`src/rtl/id_ex_stage_if.sv`:
```
// ---------------------------------------------------------------------------
// id_ex_stage_if
//
// Bundles every signal exchanged between the ID/EX operand-select stage and
// the pipeline around it. The ID-side fields, stall/flush controls and the
// MEM/WB result buses flow into the stage. The EX-side operands, control bits
// and load-use request flow out of it.
//
// Modports:
//   master - pipeline side: drives id_*, stall_in, flush_in, mem_*, wb_*;
//            observes ex_* and load_use_stall.
//   slave  - id_ex_stage itself: the mirror image of master.
//
// Parameter:
//   XLEN - datapath width (default 32).
// ---------------------------------------------------------------------------
interface id_ex_stage_if #(
  parameter int XLEN = 32
);
  // ID-side decoded instruction
  logic            id_valid;
  logic [XLEN-1:0] id_pc;
  logic [XLEN-1:0] id_rs1_data;
  logic [XLEN-1:0] id_rs2_data;
  logic [XLEN-1:0] id_imm;
  logic [4:0]      id_rs1_addr;
  logic [4:0]      id_rs2_addr;
  logic [4:0]      id_rd_addr;
  logic            id_use_rs1;
  logic            id_use_rs2;
  logic [3:0]      id_alu_sel;
  logic            id_a_sel_pc;
  logic            id_b_sel_imm;
  logic            id_reg_write;
  logic            id_mem_read;
  logic            id_mem_write;

  // Pipeline control
  logic            stall_in;
  logic            flush_in;

  // Results of the instructions further down the pipe
  logic            mem_fwd_valid;
  logic [4:0]      mem_rd_addr;
  logic [XLEN-1:0] mem_rd_data;
  logic            wb_fwd_valid;
  logic [4:0]      wb_rd_addr;
  logic [XLEN-1:0] wb_rd_data;

  // EX-side outputs
  logic            ex_valid;
  logic [XLEN-1:0] ex_src_a;
  logic [XLEN-1:0] ex_src_b;
  logic [3:0]      ex_alu_sel;
  logic [XLEN-1:0] ex_store_data;
  logic [XLEN-1:0] ex_pc;
  logic [4:0]      ex_rd_addr;
  logic            ex_reg_write;
  logic            ex_mem_read;
  logic            ex_mem_write;
  logic            load_use_stall;

  modport master (
    output id_valid, id_pc, id_rs1_data, id_rs2_data, id_imm,
           id_rs1_addr, id_rs2_addr, id_rd_addr, id_use_rs1, id_use_rs2,
           id_alu_sel, id_a_sel_pc, id_b_sel_imm,
           id_reg_write, id_mem_read, id_mem_write,
           stall_in, flush_in,
           mem_fwd_valid, mem_rd_addr, mem_rd_data,
           wb_fwd_valid, wb_rd_addr, wb_rd_data,
    input  ex_valid, ex_src_a, ex_src_b, ex_alu_sel, ex_store_data,
           ex_pc, ex_rd_addr, ex_reg_write, ex_mem_read, ex_mem_write,
           load_use_stall
  );

  modport slave (
    input  id_valid, id_pc, id_rs1_data, id_rs2_data, id_imm,
           id_rs1_addr, id_rs2_addr, id_rd_addr, id_use_rs1, id_use_rs2,
           id_alu_sel, id_a_sel_pc, id_b_sel_imm,
           id_reg_write, id_mem_read, id_mem_write,
           stall_in, flush_in,
           mem_fwd_valid, mem_rd_addr, mem_rd_data,
           wb_fwd_valid, wb_rd_addr, wb_rd_data,
    output ex_valid, ex_src_a, ex_src_b, ex_alu_sel, ex_store_data,
           ex_pc, ex_rd_addr, ex_reg_write, ex_mem_read, ex_mem_write,
           load_use_stall
  );
endinterface

```
`src/rtl/id_ex_stage.sv`:
```
// ---------------------------------------------------------------------------
// id_ex_stage
//
// ID/EX pipeline register and ALU operand select for the 5-stage RV32I core.
// Captures the decoded instruction from ID, resolves RAW hazards by
// forwarding MEM/WB results onto the ALU operands, and requests a one-cycle
// bubble when an instruction in ID consumes the result of a load sitting in EX.
//
// Ports:
//   clk   - clock, all state updates on the rising edge
//   rst_n - asynchronous active-low reset, clears all registered state
//   bus   - id_ex_stage_if.slave: ID fields, stall/flush, MEM/WB result
//           buses in; EX operands/control and load_use_stall out
//
// Build option:
//   ID_EX_FWD_EN - when defined, enables the WB bypass on capture, MEM/WB
//                  output forwarding and load-use detection. When undefined,
//                  the *_fwd_* buses are ignored, operands come straight from
//                  the register and load_use_stall is tied low; software must
//                  schedule around hazards.
// ---------------------------------------------------------------------------
module id_ex_stage #(
  parameter int XLEN = 32
) (
  input  logic          clk,
  input  logic          rst_n,
  id_ex_stage_if.slave  bus
);

  // Registered EX state
  logic            valid_q,     valid_d;
  logic [XLEN-1:0] pc_q,        pc_d;
  logic [XLEN-1:0] rs1_data_q,  rs1_data_d;
  logic [XLEN-1:0] rs2_data_q,  rs2_data_d;
  logic [XLEN-1:0] imm_q,       imm_d;
  logic [4:0]      rs1_addr_q,  rs1_addr_d;
  logic [4:0]      rs2_addr_q,  rs2_addr_d;
  logic [4:0]      rd_addr_q,   rd_addr_d;
  logic [3:0]      alu_sel_q,   alu_sel_d;
  logic            a_sel_pc_q,  a_sel_pc_d;
  logic            b_sel_imm_q, b_sel_imm_d;
  logic            reg_write_q, reg_write_d;
  logic            mem_read_q,  mem_read_d;
  logic            mem_write_q, mem_write_d;

  // Hazard resolution results
  logic [XLEN-1:0] cap_rs1_data;
  logic [XLEN-1:0] cap_rs2_data;
  logic [XLEN-1:0] fwd_rs1;
  logic [XLEN-1:0] fwd_rs2;
  logic            load_use;

`ifdef ID_EX_FWD_EN
  // A producer matches a source register only if it really writes a
  // register, and never for x0 (hardwired zero must not be overridden).
  function automatic logic fwd_hit(input logic       prod_valid,
                                   input logic [4:0] prod_rd,
                                   input logic [4:0] src_addr);
    fwd_hit = prod_valid && (prod_rd != 5'd0) && (prod_rd == src_addr);
  endfunction

  // The register file is not write-through, so a WB write landing in the
  // same cycle as the ID read leaves stale data on id_rsN_data. Patch it
  // on the way into the pipeline register.
  always_comb begin
    cap_rs1_data = bus.id_rs1_data;
    cap_rs2_data = bus.id_rs2_data;
    if (fwd_hit(bus.wb_fwd_valid, bus.wb_rd_addr, bus.id_rs1_addr)) begin
      cap_rs1_data = bus.wb_rd_data;
    end
    if (fwd_hit(bus.wb_fwd_valid, bus.wb_rd_addr, bus.id_rs2_addr)) begin
      cap_rs2_data = bus.wb_rd_data;
    end
  end

  // Output forwarding: MEM holds the younger result, so it wins over WB.
  always_comb begin
    fwd_rs1 = rs1_data_q;
    if (fwd_hit(bus.mem_fwd_valid, bus.mem_rd_addr, rs1_addr_q)) begin
      fwd_rs1 = bus.mem_rd_data;
    end else if (fwd_hit(bus.wb_fwd_valid, bus.wb_rd_addr, rs1_addr_q)) begin
      fwd_rs1 = bus.wb_rd_data;
    end
  end

  always_comb begin
    fwd_rs2 = rs2_data_q;
    if (fwd_hit(bus.mem_fwd_valid, bus.mem_rd_addr, rs2_addr_q)) begin
      fwd_rs2 = bus.mem_rd_data;
    end else if (fwd_hit(bus.wb_fwd_valid, bus.wb_rd_addr, rs2_addr_q)) begin
      fwd_rs2 = bus.wb_rd_data;
    end
  end

  // Load data is only available once the load reaches MEM, so a consumer
  // directly behind it must wait one cycle. While stalled or flushed the
  // bubble request is meaningless (EX holds or is being killed anyway).
  always_comb begin
    load_use = 1'b0;
    if (valid_q && mem_read_q && (rd_addr_q != 5'd0) && bus.id_valid &&
        !bus.stall_in && !bus.flush_in) begin
      load_use = (bus.id_use_rs1 && (bus.id_rs1_addr == rd_addr_q)) ||
                 (bus.id_use_rs2 && (bus.id_rs2_addr == rd_addr_q));
    end
  end
`else
  assign cap_rs1_data = bus.id_rs1_data;
  assign cap_rs2_data = bus.id_rs2_data;
  assign fwd_rs1      = rs1_data_q;
  assign fwd_rs2      = rs2_data_q;
  assign load_use     = 1'b0;

  // Hazard-related inputs have no function in this build.
  logic unused_fwd;
  assign unused_fwd = ^{bus.mem_fwd_valid, bus.mem_rd_addr, bus.mem_rd_data,
                        bus.wb_fwd_valid, bus.wb_rd_addr, bus.wb_rd_data,
                        bus.id_use_rs1, bus.id_use_rs2};
`endif

  // Next-state selection: flush > stall > load-use bubble > capture.
  always_comb begin
    valid_d     = valid_q;
    pc_d        = pc_q;
    rs1_data_d  = rs1_data_q;
    rs2_data_d  = rs2_data_q;
    imm_d       = imm_q;
    rs1_addr_d  = rs1_addr_q;
    rs2_addr_d  = rs2_addr_q;
    rd_addr_d   = rd_addr_q;
    alu_sel_d   = alu_sel_q;
    a_sel_pc_d  = a_sel_pc_q;
    b_sel_imm_d = b_sel_imm_q;
    reg_write_d = reg_write_q;
    mem_read_d  = mem_read_q;
    mem_write_d = mem_write_q;

    if (bus.flush_in || (!bus.stall_in && load_use)) begin
      // Bubble: side-effecting control bits must be clear so a dead slot
      // can never write the register file or memory.
      valid_d     = 1'b0;
      reg_write_d = 1'b0;
      mem_read_d  = 1'b0;
      mem_write_d = 1'b0;
    end else if (!bus.stall_in) begin
      valid_d     = bus.id_valid;
      pc_d        = bus.id_pc;
      rs1_data_d  = cap_rs1_data;
      rs2_data_d  = cap_rs2_data;
      imm_d       = bus.id_imm;
      rs1_addr_d  = bus.id_rs1_addr;
      rs2_addr_d  = bus.id_rs2_addr;
      rd_addr_d   = bus.id_rd_addr;
      alu_sel_d   = bus.id_alu_sel;
      a_sel_pc_d  = bus.id_a_sel_pc;
      b_sel_imm_d = bus.id_b_sel_imm;
      reg_write_d = bus.id_valid & bus.id_reg_write;
      mem_read_d  = bus.id_valid & bus.id_mem_read;
      mem_write_d = bus.id_valid & bus.id_mem_write;
    end
  end

  // ---- ID/EX register boundary ----
  always_ff @(posedge clk or negedge rst_n) begin
    if (!rst_n) begin
      valid_q     <= 1'b0;
      pc_q        <= '0;
      rs1_data_q  <= '0;
      rs2_data_q  <= '0;
      imm_q       <= '0;
      rs1_addr_q  <= '0;
      rs2_addr_q  <= '0;
      rd_addr_q   <= '0;
      alu_sel_q   <= '0;
      a_sel_pc_q  <= 1'b0;
      b_sel_imm_q <= 1'b0;
      reg_write_q <= 1'b0;
      mem_read_q  <= 1'b0;
      mem_write_q <= 1'b0;
    end else begin
      valid_q     <= valid_d;
      pc_q        <= pc_d;
      rs1_data_q  <= rs1_data_d;
      rs2_data_q  <= rs2_data_d;
      imm_q       <= imm_d;
      rs1_addr_q  <= rs1_addr_d;
      rs2_addr_q  <= rs2_addr_d;
      rd_addr_q   <= rd_addr_d;
      alu_sel_q   <= alu_sel_d;
      a_sel_pc_q  <= a_sel_pc_d;
      b_sel_imm_q <= b_sel_imm_d;
      reg_write_q <= reg_write_d;
      mem_read_q  <= mem_read_d;
      mem_write_q <= mem_write_d;
    end
  end

  // EX-side outputs
  assign bus.ex_valid       = valid_q;
  assign bus.ex_src_a       = a_sel_pc_q  ? pc_q  : fwd_rs1;
  assign bus.ex_src_b       = b_sel_imm_q ? imm_q : fwd_rs2;
  assign bus.ex_store_data  = fwd_rs2;
  assign bus.ex_alu_sel     = alu_sel_q;
  assign bus.ex_pc          = pc_q;
  assign bus.ex_rd_addr     = rd_addr_q;
  assign bus.ex_reg_write   = reg_write_q;
  assign bus.ex_mem_read    = mem_read_q;
  assign bus.ex_mem_write   = mem_write_q;
  assign bus.load_use_stall = load_use;

endmodule
```
`src/flat_wrapper.sv`:
```
// flat-port wrapper written by rule: the top's interface ports become plain ports
module id_ex_stage_flat 
#(
  parameter int XLEN = 32
)
  (clk, rst_n, bus_id_valid, bus_id_pc, bus_id_rs1_data, bus_id_rs2_data, bus_id_imm, bus_id_rs1_addr, bus_id_rs2_addr, bus_id_rd_addr, bus_id_use_rs1, bus_id_use_rs2, bus_id_alu_sel, bus_id_a_sel_pc, bus_id_b_sel_imm, bus_id_reg_write, bus_id_mem_read, bus_id_mem_write, bus_stall_in, bus_flush_in, bus_mem_fwd_valid, bus_mem_rd_addr, bus_mem_rd_data, bus_wb_fwd_valid, bus_wb_rd_addr, bus_wb_rd_data, bus_ex_valid, bus_ex_src_a, bus_ex_src_b, bus_ex_alu_sel, bus_ex_store_data, bus_ex_pc, bus_ex_rd_addr, bus_ex_reg_write, bus_ex_mem_read, bus_ex_mem_write, bus_load_use_stall);
  id_ex_stage_if #(.XLEN(XLEN)) bus_i ();
  input  logic clk;
  input  logic rst_n;
  input wire logic [$bits(bus_i.id_valid)-1:0] bus_id_valid;
  input wire logic [$bits(bus_i.id_pc)-1:0] bus_id_pc;
  input wire logic [$bits(bus_i.id_rs1_data)-1:0] bus_id_rs1_data;
  input wire logic [$bits(bus_i.id_rs2_data)-1:0] bus_id_rs2_data;
  input wire logic [$bits(bus_i.id_imm)-1:0] bus_id_imm;
  input wire logic [$bits(bus_i.id_rs1_addr)-1:0] bus_id_rs1_addr;
  input wire logic [$bits(bus_i.id_rs2_addr)-1:0] bus_id_rs2_addr;
  input wire logic [$bits(bus_i.id_rd_addr)-1:0] bus_id_rd_addr;
  input wire logic [$bits(bus_i.id_use_rs1)-1:0] bus_id_use_rs1;
  input wire logic [$bits(bus_i.id_use_rs2)-1:0] bus_id_use_rs2;
  input wire logic [$bits(bus_i.id_alu_sel)-1:0] bus_id_alu_sel;
  input wire logic [$bits(bus_i.id_a_sel_pc)-1:0] bus_id_a_sel_pc;
  input wire logic [$bits(bus_i.id_b_sel_imm)-1:0] bus_id_b_sel_imm;
  input wire logic [$bits(bus_i.id_reg_write)-1:0] bus_id_reg_write;
  input wire logic [$bits(bus_i.id_mem_read)-1:0] bus_id_mem_read;
  input wire logic [$bits(bus_i.id_mem_write)-1:0] bus_id_mem_write;
  input wire logic [$bits(bus_i.stall_in)-1:0] bus_stall_in;
  input wire logic [$bits(bus_i.flush_in)-1:0] bus_flush_in;
  input wire logic [$bits(bus_i.mem_fwd_valid)-1:0] bus_mem_fwd_valid;
  input wire logic [$bits(bus_i.mem_rd_addr)-1:0] bus_mem_rd_addr;
  input wire logic [$bits(bus_i.mem_rd_data)-1:0] bus_mem_rd_data;
  input wire logic [$bits(bus_i.wb_fwd_valid)-1:0] bus_wb_fwd_valid;
  input wire logic [$bits(bus_i.wb_rd_addr)-1:0] bus_wb_rd_addr;
  input wire logic [$bits(bus_i.wb_rd_data)-1:0] bus_wb_rd_data;
  output wire logic [$bits(bus_i.ex_valid)-1:0] bus_ex_valid;
  output wire logic [$bits(bus_i.ex_src_a)-1:0] bus_ex_src_a;
  output wire logic [$bits(bus_i.ex_src_b)-1:0] bus_ex_src_b;
  output wire logic [$bits(bus_i.ex_alu_sel)-1:0] bus_ex_alu_sel;
  output wire logic [$bits(bus_i.ex_store_data)-1:0] bus_ex_store_data;
  output wire logic [$bits(bus_i.ex_pc)-1:0] bus_ex_pc;
  output wire logic [$bits(bus_i.ex_rd_addr)-1:0] bus_ex_rd_addr;
  output wire logic [$bits(bus_i.ex_reg_write)-1:0] bus_ex_reg_write;
  output wire logic [$bits(bus_i.ex_mem_read)-1:0] bus_ex_mem_read;
  output wire logic [$bits(bus_i.ex_mem_write)-1:0] bus_ex_mem_write;
  output wire logic [$bits(bus_i.load_use_stall)-1:0] bus_load_use_stall;
  assign bus_i.id_valid = bus_id_valid;
  assign bus_i.id_pc = bus_id_pc;
  assign bus_i.id_rs1_data = bus_id_rs1_data;
  assign bus_i.id_rs2_data = bus_id_rs2_data;
  assign bus_i.id_imm = bus_id_imm;
  assign bus_i.id_rs1_addr = bus_id_rs1_addr;
  assign bus_i.id_rs2_addr = bus_id_rs2_addr;
  assign bus_i.id_rd_addr = bus_id_rd_addr;
  assign bus_i.id_use_rs1 = bus_id_use_rs1;
  assign bus_i.id_use_rs2 = bus_id_use_rs2;
  assign bus_i.id_alu_sel = bus_id_alu_sel;
  assign bus_i.id_a_sel_pc = bus_id_a_sel_pc;
  assign bus_i.id_b_sel_imm = bus_id_b_sel_imm;
  assign bus_i.id_reg_write = bus_id_reg_write;
  assign bus_i.id_mem_read = bus_id_mem_read;
  assign bus_i.id_mem_write = bus_id_mem_write;
  assign bus_i.stall_in = bus_stall_in;
  assign bus_i.flush_in = bus_flush_in;
  assign bus_i.mem_fwd_valid = bus_mem_fwd_valid;
  assign bus_i.mem_rd_addr = bus_mem_rd_addr;
  assign bus_i.mem_rd_data = bus_mem_rd_data;
  assign bus_i.wb_fwd_valid = bus_wb_fwd_valid;
  assign bus_i.wb_rd_addr = bus_wb_rd_addr;
  assign bus_i.wb_rd_data = bus_wb_rd_data;
  assign bus_ex_valid = bus_i.ex_valid;
  assign bus_ex_src_a = bus_i.ex_src_a;
  assign bus_ex_src_b = bus_i.ex_src_b;
  assign bus_ex_alu_sel = bus_i.ex_alu_sel;
  assign bus_ex_store_data = bus_i.ex_store_data;
  assign bus_ex_pc = bus_i.ex_pc;
  assign bus_ex_rd_addr = bus_i.ex_rd_addr;
  assign bus_ex_reg_write = bus_i.ex_reg_write;
  assign bus_ex_mem_read = bus_i.ex_mem_read;
  assign bus_ex_mem_write = bus_i.ex_mem_write;
  assign bus_load_use_stall = bus_i.load_use_stall;
  id_ex_stage #(.XLEN(XLEN)) u_core (.clk(clk), .rst_n(rst_n), .bus(bus_i));
endmodule
```
`config.mk`:
```
export PLATFORM = sky130hd
export DESIGN_NAME = id_ex_stage_flat
export DESIGN_NICKNAME = d
export VERILOG_FILES = /design/src/rtl/id_ex_stage_if.sv /design/src/rtl/id_ex_stage.sv /design/src/flat_wrapper.sv
export SDC_FILE = /design/constraint.sdc
export NUM_CORES = 1
export LEC_CHECK = 0
export ABC_AREA = 1
export BUFFER_PORTS_ARGS = -buffer_cell sky130_fd_sc_hd__buf_4
export CAP_MARGIN = 15
export CORE_AREA = 8 8 140 142
export CTS_CLUSTER_DIAMETER = 30
export DETAILED_ROUTE_END_ITERATION = 10
export DIE_AREA = 0 0 148 150
export PLACE_DENSITY = 0.7
export SLEW_MARGIN = 20
export SYNTH_ARGS = -nofsm -noshare
export SYNTH_HDL_FRONTEND = slang
export SYNTH_SLANG_ARGS = --single-unit
```
`constraint.sdc`:
```
create_clock -name clk -period 1.4 [get_ports clk]
set_input_delay 0.21 -clock clk [delete_from_list [all_inputs] [get_ports clk]]
set_output_delay 0.21 -clock clk [all_outputs]
set_load 0.05 [all_outputs]
```
==> results.ini, run 1 <==
[min_path]
whs_path_depth = 3
holdPathEnd = u_core.fwd_rs1[10]$_DFFE_PN0P_
hold_start = bus_id_rs1_data[10]
min-delay-path-class = input port to flip-flop

[yosys]
yosys_warnings = 0
yosys-top-cells-count = nand2_1 (287), o21ai_0 (186), dfrtp_1 (143)
ys_seq_area_frac = 0.570
async_flop_share = 1.00
ys_types = 13
avgSynthCellArea_um2 = 8.29
synthTopCellsByArea = dfrtp_1 (57%), nand2_1 (17%), o21ai_0 (15%)
ys_seq_elements = 143
syn_inst = 757
synth_top_cell_by_area = dfrtp_1
synth_most_common_cell = nand2_1
synth-edff-count = 0
synth_flop_cell = dfrtp_1
syn_nets = 992
synth.top_cell.area_share = 0.570
synth_area_mm2 = 0.00627

[cts]
clkTransAtPathRegs_ps = 60
cts_tree = built
clock_latency_ps = 410
cts-root-buf = clkbuf_16
htreeDepth = 4
cts_buffers = 17
cts.sinks = 143
cts_max_path_buffers = 2

[finish]
final_core_util = 0.650
final_area_mm2 = 0.0114
layout-drive-gt1-share = 0.387
area_growth_pct = 81.5
final_net_count = 1381

[worst_setup_path]
r2r_cells = 3
r2r_end = u_core.b_sel_imm_q$_DFFE_PN0P_
crit_path_end_kind = output pin
crit_type = flip-flop to output pin
worstSetupStartpointType = flip-flop
cp.required_ps = 1190
reg2reg_from = u_core.b_sel_imm_q$_DFFE_PN0P_
cp_max_fo = 7
reg2reg_slack_ps = 450
cp_data_arrival_time_ps = 1560

[outcome]
violations = setup timing
status = finished, violations left

[placement]
gp_congestion = 0.800
dpl-instance-area_mm2 = 0.00908
hpwlAfterDp_um = 15200
numPortBuffers = 287

[global_routing]
antenna_found_initial = 1
grt_pass1_vias = 6795
grt_overflow_total = 0
grt_start_max_net_pins = 93
grt_use_total = 0.204
grt_pass1_wl_um = 36100

[die]
die_x_um = 148
io_pins = 377
core_mm2 = 0.0175
die_h_um = 150
die_area_mm2 = 0.0222
initial_core_util = 0.358
std_cell_rows = 49

[sta]
finClkSkew_ps = 0
rsz0062_at_grt = true
fmax_ghz = 0.564
period_minus_slack_ps = 1770
holdWs_ps = 13.5
setup_violations = 64
slew_viol_final = 0
hold_viol_final = 0
finalWorstSetupSlack_ps = -374
fin_crit_sh = 1.27

[drt]
avgViaCountPerCell = 4.83
drt-pass1-iter-count = 5
wl_um = 24000
drt_iter0_drc = 280
wire_per_inst_um = 17.3
drtAntennaViolNets = 0
num_vias = 6711
drc = 0

[power_and_ir_drop]
irDropWorstVdd_mv = 0.802
p_total_mw = 15.6
cellLeakagePower_nw = 5.58
power_density_mw_per_mm2 = 1370

[flow_run]
drv_cap = 0

[how the worst max path moves through the flow]
stage                                   startpoint          endpoint  slack, ps  depth (start not counted)
floorplan            u_core.a_sel_pc_q$_DFFE_PN0P_  bus_ex_src_a[29]       -150                          4
global placement     u_core.a_sel_pc_q$_DFFE_PN0P_  bus_ex_src_a[10]         90                          4
detailed placement  u_core.b_sel_imm_q$_DFFE_PN0P_  bus_ex_src_b[20]         80                          4
CTS                  u_core.a_sel_pc_q$_DFFE_PN0P_  bus_ex_src_a[31]       -330                          3
global route         u_core.a_sel_pc_q$_DFFE_PN0P_  bus_ex_src_a[30]       -420                          4
finish               u_core.a_sel_pc_q$_DFFE_PN0P_  bus_ex_src_a[30]       -370                          4
[routing by layer]
layer	share of wire	global-route usage
met5	0	0
met4	0.036	0.0979
met3	0.058	0.0544
met2	0.51	0.347
met1	0.39	0.236
[critical path: stages, from the launching register on]
cell	delay (ps)
dfrtp_4	490
buf_6	140
buf_6	160
o21ai_2	170
buf_6	180
[layout by cell type, fill, tap and decap left out, types with 2 or more instances in the layout]
cell type / count
buf_12: 10
buf_4: 230
buf_6: 52
buf_8: 19
bufinv_16: 2
clkbuf_1: 3
clkbuf_16: 19
clkinv_2: 6
clkinv_4: 3
dfrtp_1: 141
dfrtp_4: 2
dlygate4sd3_1: 109
inv_1: 65
nand2_1: 249
nand2_2: 37
nand3_1: 3
o21ai_0: 122
o21ai_1: 17
o21ai_2: 29
o21ai_4: 35
[repair_timing]
action                                  in CTS  in global routing
hold buffers                               109                  0
endpoints found under the setup margin      64                 64
buffers inserted                             1                  3
gates resized for setup                     83                 64
pin swaps                                    4                 12
endpoints found under the hold margin      251                  0
cloned                                       0                  5
[through the flow]
step                setup TNS [ps]  setup slack [ps]  instances
floorplan                    -2550              -153        757
global placement                 0              89.8       1238
detailed placement               0              83.0       1238
CTS                         -18450              -331       1380
global route                -21940              -416       1389
finish                      -18940              -374       1389
[power breakdown]
group	internal [mW]	switching, mW	leakage [nW]
sequential	4.65	0.311	1.77
combinational	2.25	3.95	3.53
clock	2.66	1.75	0.284
[flip-flops by register name (all words and copies together), names as in the netlist]
signal,cells
u_core.bus.ex_store_data,32
u_core.bus.ex_mem_read,1
u_core.imm_q,32
u_core.bus.ex_alu_sel,4
u_core.bus.ex_reg_write,1
u_core.bus.ex_valid,1
u_core.fwd_rs1,32
u_core.bus.ex_mem_write,1
u_core.bus.ex_rd_addr,5
u_core.a_sel_pc_q,1
u_core.b_sel_imm_q,1
u_core.bus.ex_pc,32
[cells by family after synthesis]
family	Yosys count	share of synthesized area
AOI/OAI and AO/OA	203	0.162
buffers and inverters	118	0.0893
DFF	143	0.570
other	1	0.000598
and+or+nand+nor	292	0.178
[area by class of cell]
cell class                      count  area [um2]
Antenna cell                        1        2.50
Clock buffer                       21         450
Clock inverter                     11         116
Fill cell                        1386        6140
Inverter                           65         244
Multi-Input combinational cell    496        2740
Sequential cell                   143        3590
Tap cell                          229         287
Timing Repair Buffer              423        3970
No activity file was read; power rests on OpenSTA's default activity.
==> inputs of run 2 (changes only) <==
Settings changed: ABC_CLOCK_PERIOD_IN_PS from default to 1400, RECOVER_POWER from default to 100.
==> run 2 against run 1 <==
Net effect: via count about the same; critical path depth unchanged; sequential cell count unchanged; core utilization decreased by 1.5 points; wire length decreased by 0.36%; the run still ends with setup timing left; sequential share of layout area increased by 0.77 points; worst hold slack improved by 1.5 ps; critical path type unchanged; setup slack improved by 0.90 ps.
==> results.ini, run 2 (synthesis gave the netlist of run 1 again) <==
[cts]
cts_tree = built
cts.sinks = 143  ; unchanged
cts_max_path_buffers = 2  ; unchanged
clkTransAtPathRegs_ps = 60  ; about the same
htreeDepth = 4  ; unchanged
cts_buffers = 17  ; unchanged
cts-root-buf = clkbuf_16
clock_latency_ps = 410  ; about the same

[drt]
drc = 0  ; unchanged
wire_per_inst_um = 17.2  ; -0.36%
avgViaCountPerCell = 4.83  ; about the same
drt-pass1-iter-count = 4  ; -1
drtAntennaViolNets = 0  ; unchanged
drt_iter0_drc = 286  ; +2.1%
wl_um = 23900  ; -0.36%
num_vias = 6710  ; -0.015%

[worst_setup_path]
reg2reg_from = u_core.b_sel_imm_q$_DFFE_PN0P_
path_buf_inv = 3  ; unchanged
cp_max_fo = 7  ; unchanged
cp_data_arrival_time_ps = 1560  ; about the same
worstSetupStartpointType = flip-flop
cp_cell_sequence = buf_6 -> buf_6 -> o21ai_2 -> buf_6
r2r_cells = 3  ; unchanged
cp_common_cell = buf_6
crit_path_end_kind = output pin
cp_top_family = flip-flops
reg2reg_slack_ps = 450  ; about the same
max_stage_delay_ps = 490  ; about the same
crit_type = flip-flop to output pin
slowest_stage = dfrtp_4
cp.required_ps = 1190  ; about the same
r2r_end = u_core.b_sel_imm_q$_DFFE_PN0P_

[power_and_ir_drop]
power_density_mw_per_mm2 = 1380  ; +0.99%
p_total_mw = 15.4  ; -1.4%
cellLeakagePower_nw = 5.50  ; -1.5%
irDropWorstVdd_mv = 0.798  ; -0.48%

[die]
die_x_um = 148  ; unchanged
core_mm2 = 0.0175  ; unchanged
io_pins = 377  ; unchanged
std_cell_rows = 49  ; unchanged
initial_core_util = 0.358  ; unchanged
die_area_mm2 = 0.0222  ; unchanged
die_h_um = 150  ; unchanged

[flow_run]
drv_cap = 0  ; unchanged

[min_path]
min-delay-path-class = input port to flip-flop
holdPathEnd = u_core.fwd_rs1[10]$_DFFE_PN0P_
whs_path_depth = 3  ; unchanged
hold_start = bus_id_rs1_data[10]

[global_routing]
grt_use_total = 0.204  ; unchanged
grt_overflow_total = 0  ; unchanged
grt_pass1_wl_um = 36100  ; unchanged
grt_pass1_vias = 6795  ; unchanged
grt_start_max_net_pins = 93  ; unchanged
antenna_found_initial = 1  ; unchanged

[finish]
final_area_mm2 = 0.0111  ; -2.4%
final_core_util = 0.634  ; -0.0155
layout-drive-gt1-share = 0.386  ; -0.000863
area_growth_pct = 77.2
most-common-layout-cells = nand2_1 (249), buf_4 (148), dfrtp_1 (141)
final_common_cell = nand2_1
final_net_count = 1381  ; unchanged
instances_no_fill = 1389  ; unchanged

[sta]
fin_crit_sh = 1.27  ; about the same
finalWorstSetupSlack_ps = -373  ; +0.898 ps
setup_violations = 64  ; unchanged
holdWs_ps = 15.0  ; +1.50 ps
period_minus_slack_ps = 1770  ; -0.898 ps
hold_viol_final = 0  ; unchanged
fmax_ghz = 0.564  ; about the same
max_slew_margin = 0.561
rsz0062_at_grt = true
slew_viol_final = 0  ; unchanged
worst_pin_slew_ps = 659
finClkSkew_ps = 0  ; unchanged
fin_tns_setup_ps = -18800  ; +134 ps

[placement]
placed_cells = 1238  ; unchanged
hpwlAfterDp_um = 15200  ; unchanged
numPortBuffers = 287  ; unchanged
dp_worst_setup_slack_ps = 83.0  ; unchanged
dpl-instance-area_mm2 = 0.00908  ; unchanged
gp_congestion = 0.800  ; unchanged

[outcome]
violations = setup timing
status = finished, violations left

run 2: worst max-delay path by stage:
| stage | end | from | depth (start not counted) | slack [ps] |
|---|---|---|---|---|
| final | bus_ex_src_a[30] | u_core.a_sel_pc_q$_DFFE_PN0P_ | 4 | -370 |
| after global routing | bus_ex_src_a[30] | u_core.a_sel_pc_q$_DFFE_PN0P_ | 4 | -420 |
| after CTS | bus_ex_src_a[31] | u_core.a_sel_pc_q$_DFFE_PN0P_ | 3 | -330 |
| after detailed placement | bus_ex_src_b[20] | u_core.b_sel_imm_q$_DFFE_PN0P_ | 4 | 80 |
| after global placement | bus_ex_src_a[10] | u_core.a_sel_pc_q$_DFFE_PN0P_ | 4 | 90 |
| after floorplan | bus_ex_src_a[29] | u_core.a_sel_pc_q$_DFFE_PN0P_ | 4 | -150 |
run 2: tightest hold or removal path: stages:
cell     delay, ps
buf_4           80
nand2_1         40
o21ai_0         60
run 2: layer usage:
| layer | vias up | track usage | share of wire |
|---|---|---|---|
| li1 | 3178 | - | - |
| met5 | - | 0 | 0 |
| met1 | 3254 | 0.236 | 0.39 |
| met4 | 0 | 0.0979 | 0.033 |
| met3 | 51 | 0.0544 | 0.060 |
| met2 | 227 | 0.347 | 0.52 |
run 2: final cells by class:
class | instances | area (um2)
Fill cell | 1461 | 6410
Antenna cell | 1 | 2.50
Multi-Input combinational cell | 496 | 2720
Inverter | 65 | 244
Clock inverter | 11 | 116
Sequential cell | 143 | 3590
Clock buffer | 21 | 450
Tap cell | 229 | 287
Timing Repair Buffer | 423 | 3710
run 2: what timing repair did:
item                       in CTS  in global routing
gates cloned                    0                  5
hold endpoints to repair      251                  0
buffers inserted                1                  3
setup endpoints to repair      64                 64
pin swaps                       4                 12
hold buffers                  109                  0
resized for setup              83                 64
run 2: where the power goes:
group          switching, mW  total, mW  internal (mW)
sequential             0.306       4.96           4.65
combinational           3.94       6.00           2.06
clock                   1.74       4.40           2.66
total                   5.98       15.4           9.38
==> inputs of run 3 (changes only) <==
==> constraint.sdc (replaced) <==
create_clock -name clk -period 1.4 [get_ports clk]
set_input_delay 0.21 -clock clk [delete_from_list [all_inputs] [get_ports clk]]
set_output_delay 0.21 -clock clk [all_outputs]
set_load 0.01 [all_outputs]
==> run 3 against run 2 <==
Net effect: the flow still finishes with violations (setup timing); clock power is 7.5% higher; worst hold slack better by 7.4 ps; via count is 1.7% lower; wire length is 0.65% higher; die area stayed put; core utilization is 3.9 points lower; sequential power hardly changed; critical path depth stayed put; global-route usage is 0.51 points higher; sequential share of layout area is 2.1 points higher; highest routed layer is now met5.
==> results.ini, run 3 (synthesis gave the netlist of run 1 again) <==
[drt]
drc = 0  ; unchanged
drt_iter0_drc = 293  ; +2.4%
num_vias = 6598  ; -1.7%
drtAntennaViolNets = 0  ; unchanged
top_layer_used = met5
drt-met1-wl_um = 9500  ; +2.0%
routed-wl-met3_um = 2160  ; +51%
wl_um = 24100  ; +0.65%
wire_per_inst_um = 17.4  ; +1.3%
drt-pass1-iter-count = 5  ; +1
avgViaCountPerCell = 4.78  ; -1.0%
dr_wl_met2_um = 11600  ; -6.4%

[sta]
finalWorstSetupSlack_ps = -226  ; +147 ps
hold_viol_final = 0  ; unchanged
fin_crit_sh = 1.16  ; -0.105
fin_tns_setup_ps = -11780  ; +7020 ps
finClkSkew_ps = 0  ; unchanged
fmax_ghz = 0.615  ; +9.0%
worst_pin_slew_ps = 847  ; +188 ps
period_minus_slack_ps = 1630  ; -147 ps
setup_violations = 64  ; unchanged
max_slew_margin = 0.435  ; -0.126
slew_viol_final = 0  ; unchanged
rsz0062_at_grt = true

[cts]
clock_latency_ps = 400  ; about the same
cts_buffers = 17  ; unchanged
cts.sinks = 143  ; unchanged
cts-root-buf = clkbuf_16
clkTransAtPathRegs_ps = 60  ; about the same
htreeDepth = 4  ; unchanged
cts_max_path_buffers = 2  ; unchanged
cts_tree = built

[finish]
final_common_cell = nand2_1
multiInputGateArea_mm2 = 0.00239  ; -12%
final_net_count = 1373  ; -0.58%
area_growth_pct = 66.4
most-common-layout-cells = nand2_1 (262), buf_4 (201), dfrtp_1 (141)
instances_no_fill = 1380  ; -0.65%
final_core_util = 0.595  ; -0.0388
seqCellArea_mm2 = 0.00358  ; -0.14%
diodes = 0  ; -1
fillers = 1531  ; +4.8%
layout-drive-gt1-share = 0.285  ; -0.101

[die]
core_mm2 = 0.0175  ; unchanged
initial_core_util = 0.358  ; unchanged
std_cell_rows = 49  ; unchanged
die_x_um = 148  ; unchanged
io_pins = 377  ; unchanged
die_area_mm2 = 0.0222  ; unchanged
die_h_um = 150  ; unchanged

[worst_setup_path]
startpoint = u_core.b_sel_imm_q$_DFFE_PN0P_
r2r_end = u_core.b_sel_imm_q$_DFFE_PN0P_
cp_data_arrival_time_ps = 1420  ; -140 ps
cp-endpoint = bus_ex_src_b[20]
worstSetupStartpointType = flip-flop
reg2reg_from = u_core.b_sel_imm_q$_DFFE_PN0P_
reg2reg_slack_ps = 290  ; -160 ps
crit_type = flip-flop to output pin
r2r_cells = 5  ; +2
crit_path_end_kind = output pin
cp.required_ps = 1190  ; about the same
cp_max_fo = 6  ; -1

[placement]
dp_worst_setup_slack_ps = 107  ; +23.9 ps
placed_cells = 1237  ; -0.081%
gp_congestion = 0.809  ; +1.1%
numPortBuffers = 287  ; unchanged
hpwlAfterDp_um = 14900  ; -2.1%

[global_routing]
grt_overflow_total = 0  ; unchanged
grt_start_max_net_pins = 71  ; -24%
antenna_found_initial = 1  ; unchanged
grt_pass1_vias = 6856  ; +0.90%
grt_pass1_wl_um = 36900  ; +2.1%
grt_use_total = 0.209  ; +0.00512

[flow_run]
drv_cap = 0  ; unchanged

[min_path]
min-delay-path-class = input port to flip-flop

[outcome]
violations = setup timing
status = finished, violations left

[power_and_ir_drop]
cellLeakagePower_nw = 5.13  ; -6.7%
irDropWorstVdd_mv = 0.757  ; -5.1%
power_density_mw_per_mm2 = 1260  ; -8.7%

run 3: cell count changes in the layout (fill, tap and decap cells not counted), sizes merged:
cell / delta
buf: -8
bufbuf: +1
bufinv: +1
clkbuf: +11
clkinv: -5
clkinvlp: +1
diode: -1
dlygate4sd3: -10
inv: +1
run 3: worst min path at each step:
stage,startpoint,end,depth (start not counted)
after floorplan,rst_n,u_core.a_sel_pc_q$_DFFE_PN0P_,0
after global placement,rst_n,u_core.bus.ex_alu_sel[3]$_DFFE_PN0P_,1
after detailed placement,rst_n,u_core.bus.ex_alu_sel[3]$_DFFE_PN0P_,1
after CTS,bus_id_rs2_data[16],u_core.bus.ex_store_data[16]$_DFFE_PN0P_,3
after global routing,bus_id_pc[13],u_core.bus.ex_pc[13]$_DFFE_PN0P_,3
final,bus_id_rs1_data[10],u_core.fwd_rs1[10]$_DFFE_PN0P_,3
run 3: report_power, final:
group	switching [mW]	leakage [nW]	internal (mW)
registers	0.311	1.77	4.65
logic	1.83	3.06	1.64
clock network	1.73	0.304	3.00
total	3.87	5.13	9.29
run 3: final cells by class:
class / count / share of cell area
clock buffer: 23 / 0.0467
clock inverter: 9 / 0.0125
inverter: 65 / 0.0234
multi-input combinational: 496 / 0.229
sequential: 143 / 0.343
tap: 229 / 0.0274
timing repair buffer: 415 / 0.318
run 3: critical path: stages (launching register included):
cell and delay, ps:
dfrtp_2 430, buf_12 160, buf_6 140, o21ai_4 150, buf_6 120
run 3: per-layer routing:
metal | track usage | vias to the layer above
met5 | 0 | -
li1 | - | 3149
met1 | 0.245 | 3086
met3 | 0.0714 | 62
met2 | 0.343 | 299
met4 | 0.0954 | 2
run 3: what timing repair did:
item,CTS,global route
pin swaps,7,11
setup buffers,5,0
hold buffers,99,0
endpoints found under the setup margin,64,64
gates resized for setup,120,36
hold endpoints to repair,129,0
cloned,4,3
run 3: through the flow:
| stage | hold slack, ps | power [mW] | cell area, um2 |
|---|---|---|---|
| after floorplan | -85.6 | 6.16 | 6270 |
| after global placement | 130 | 7.86 | 8650 |
| after detailed placement | 126 | 7.91 | 8650 |
| after CTS | 0.0445 | 13.3 | 10600 |
| after global routing | 3.13 | 13.8 | 10400 |
| final | 22.4 | 13.2 | 10400 |
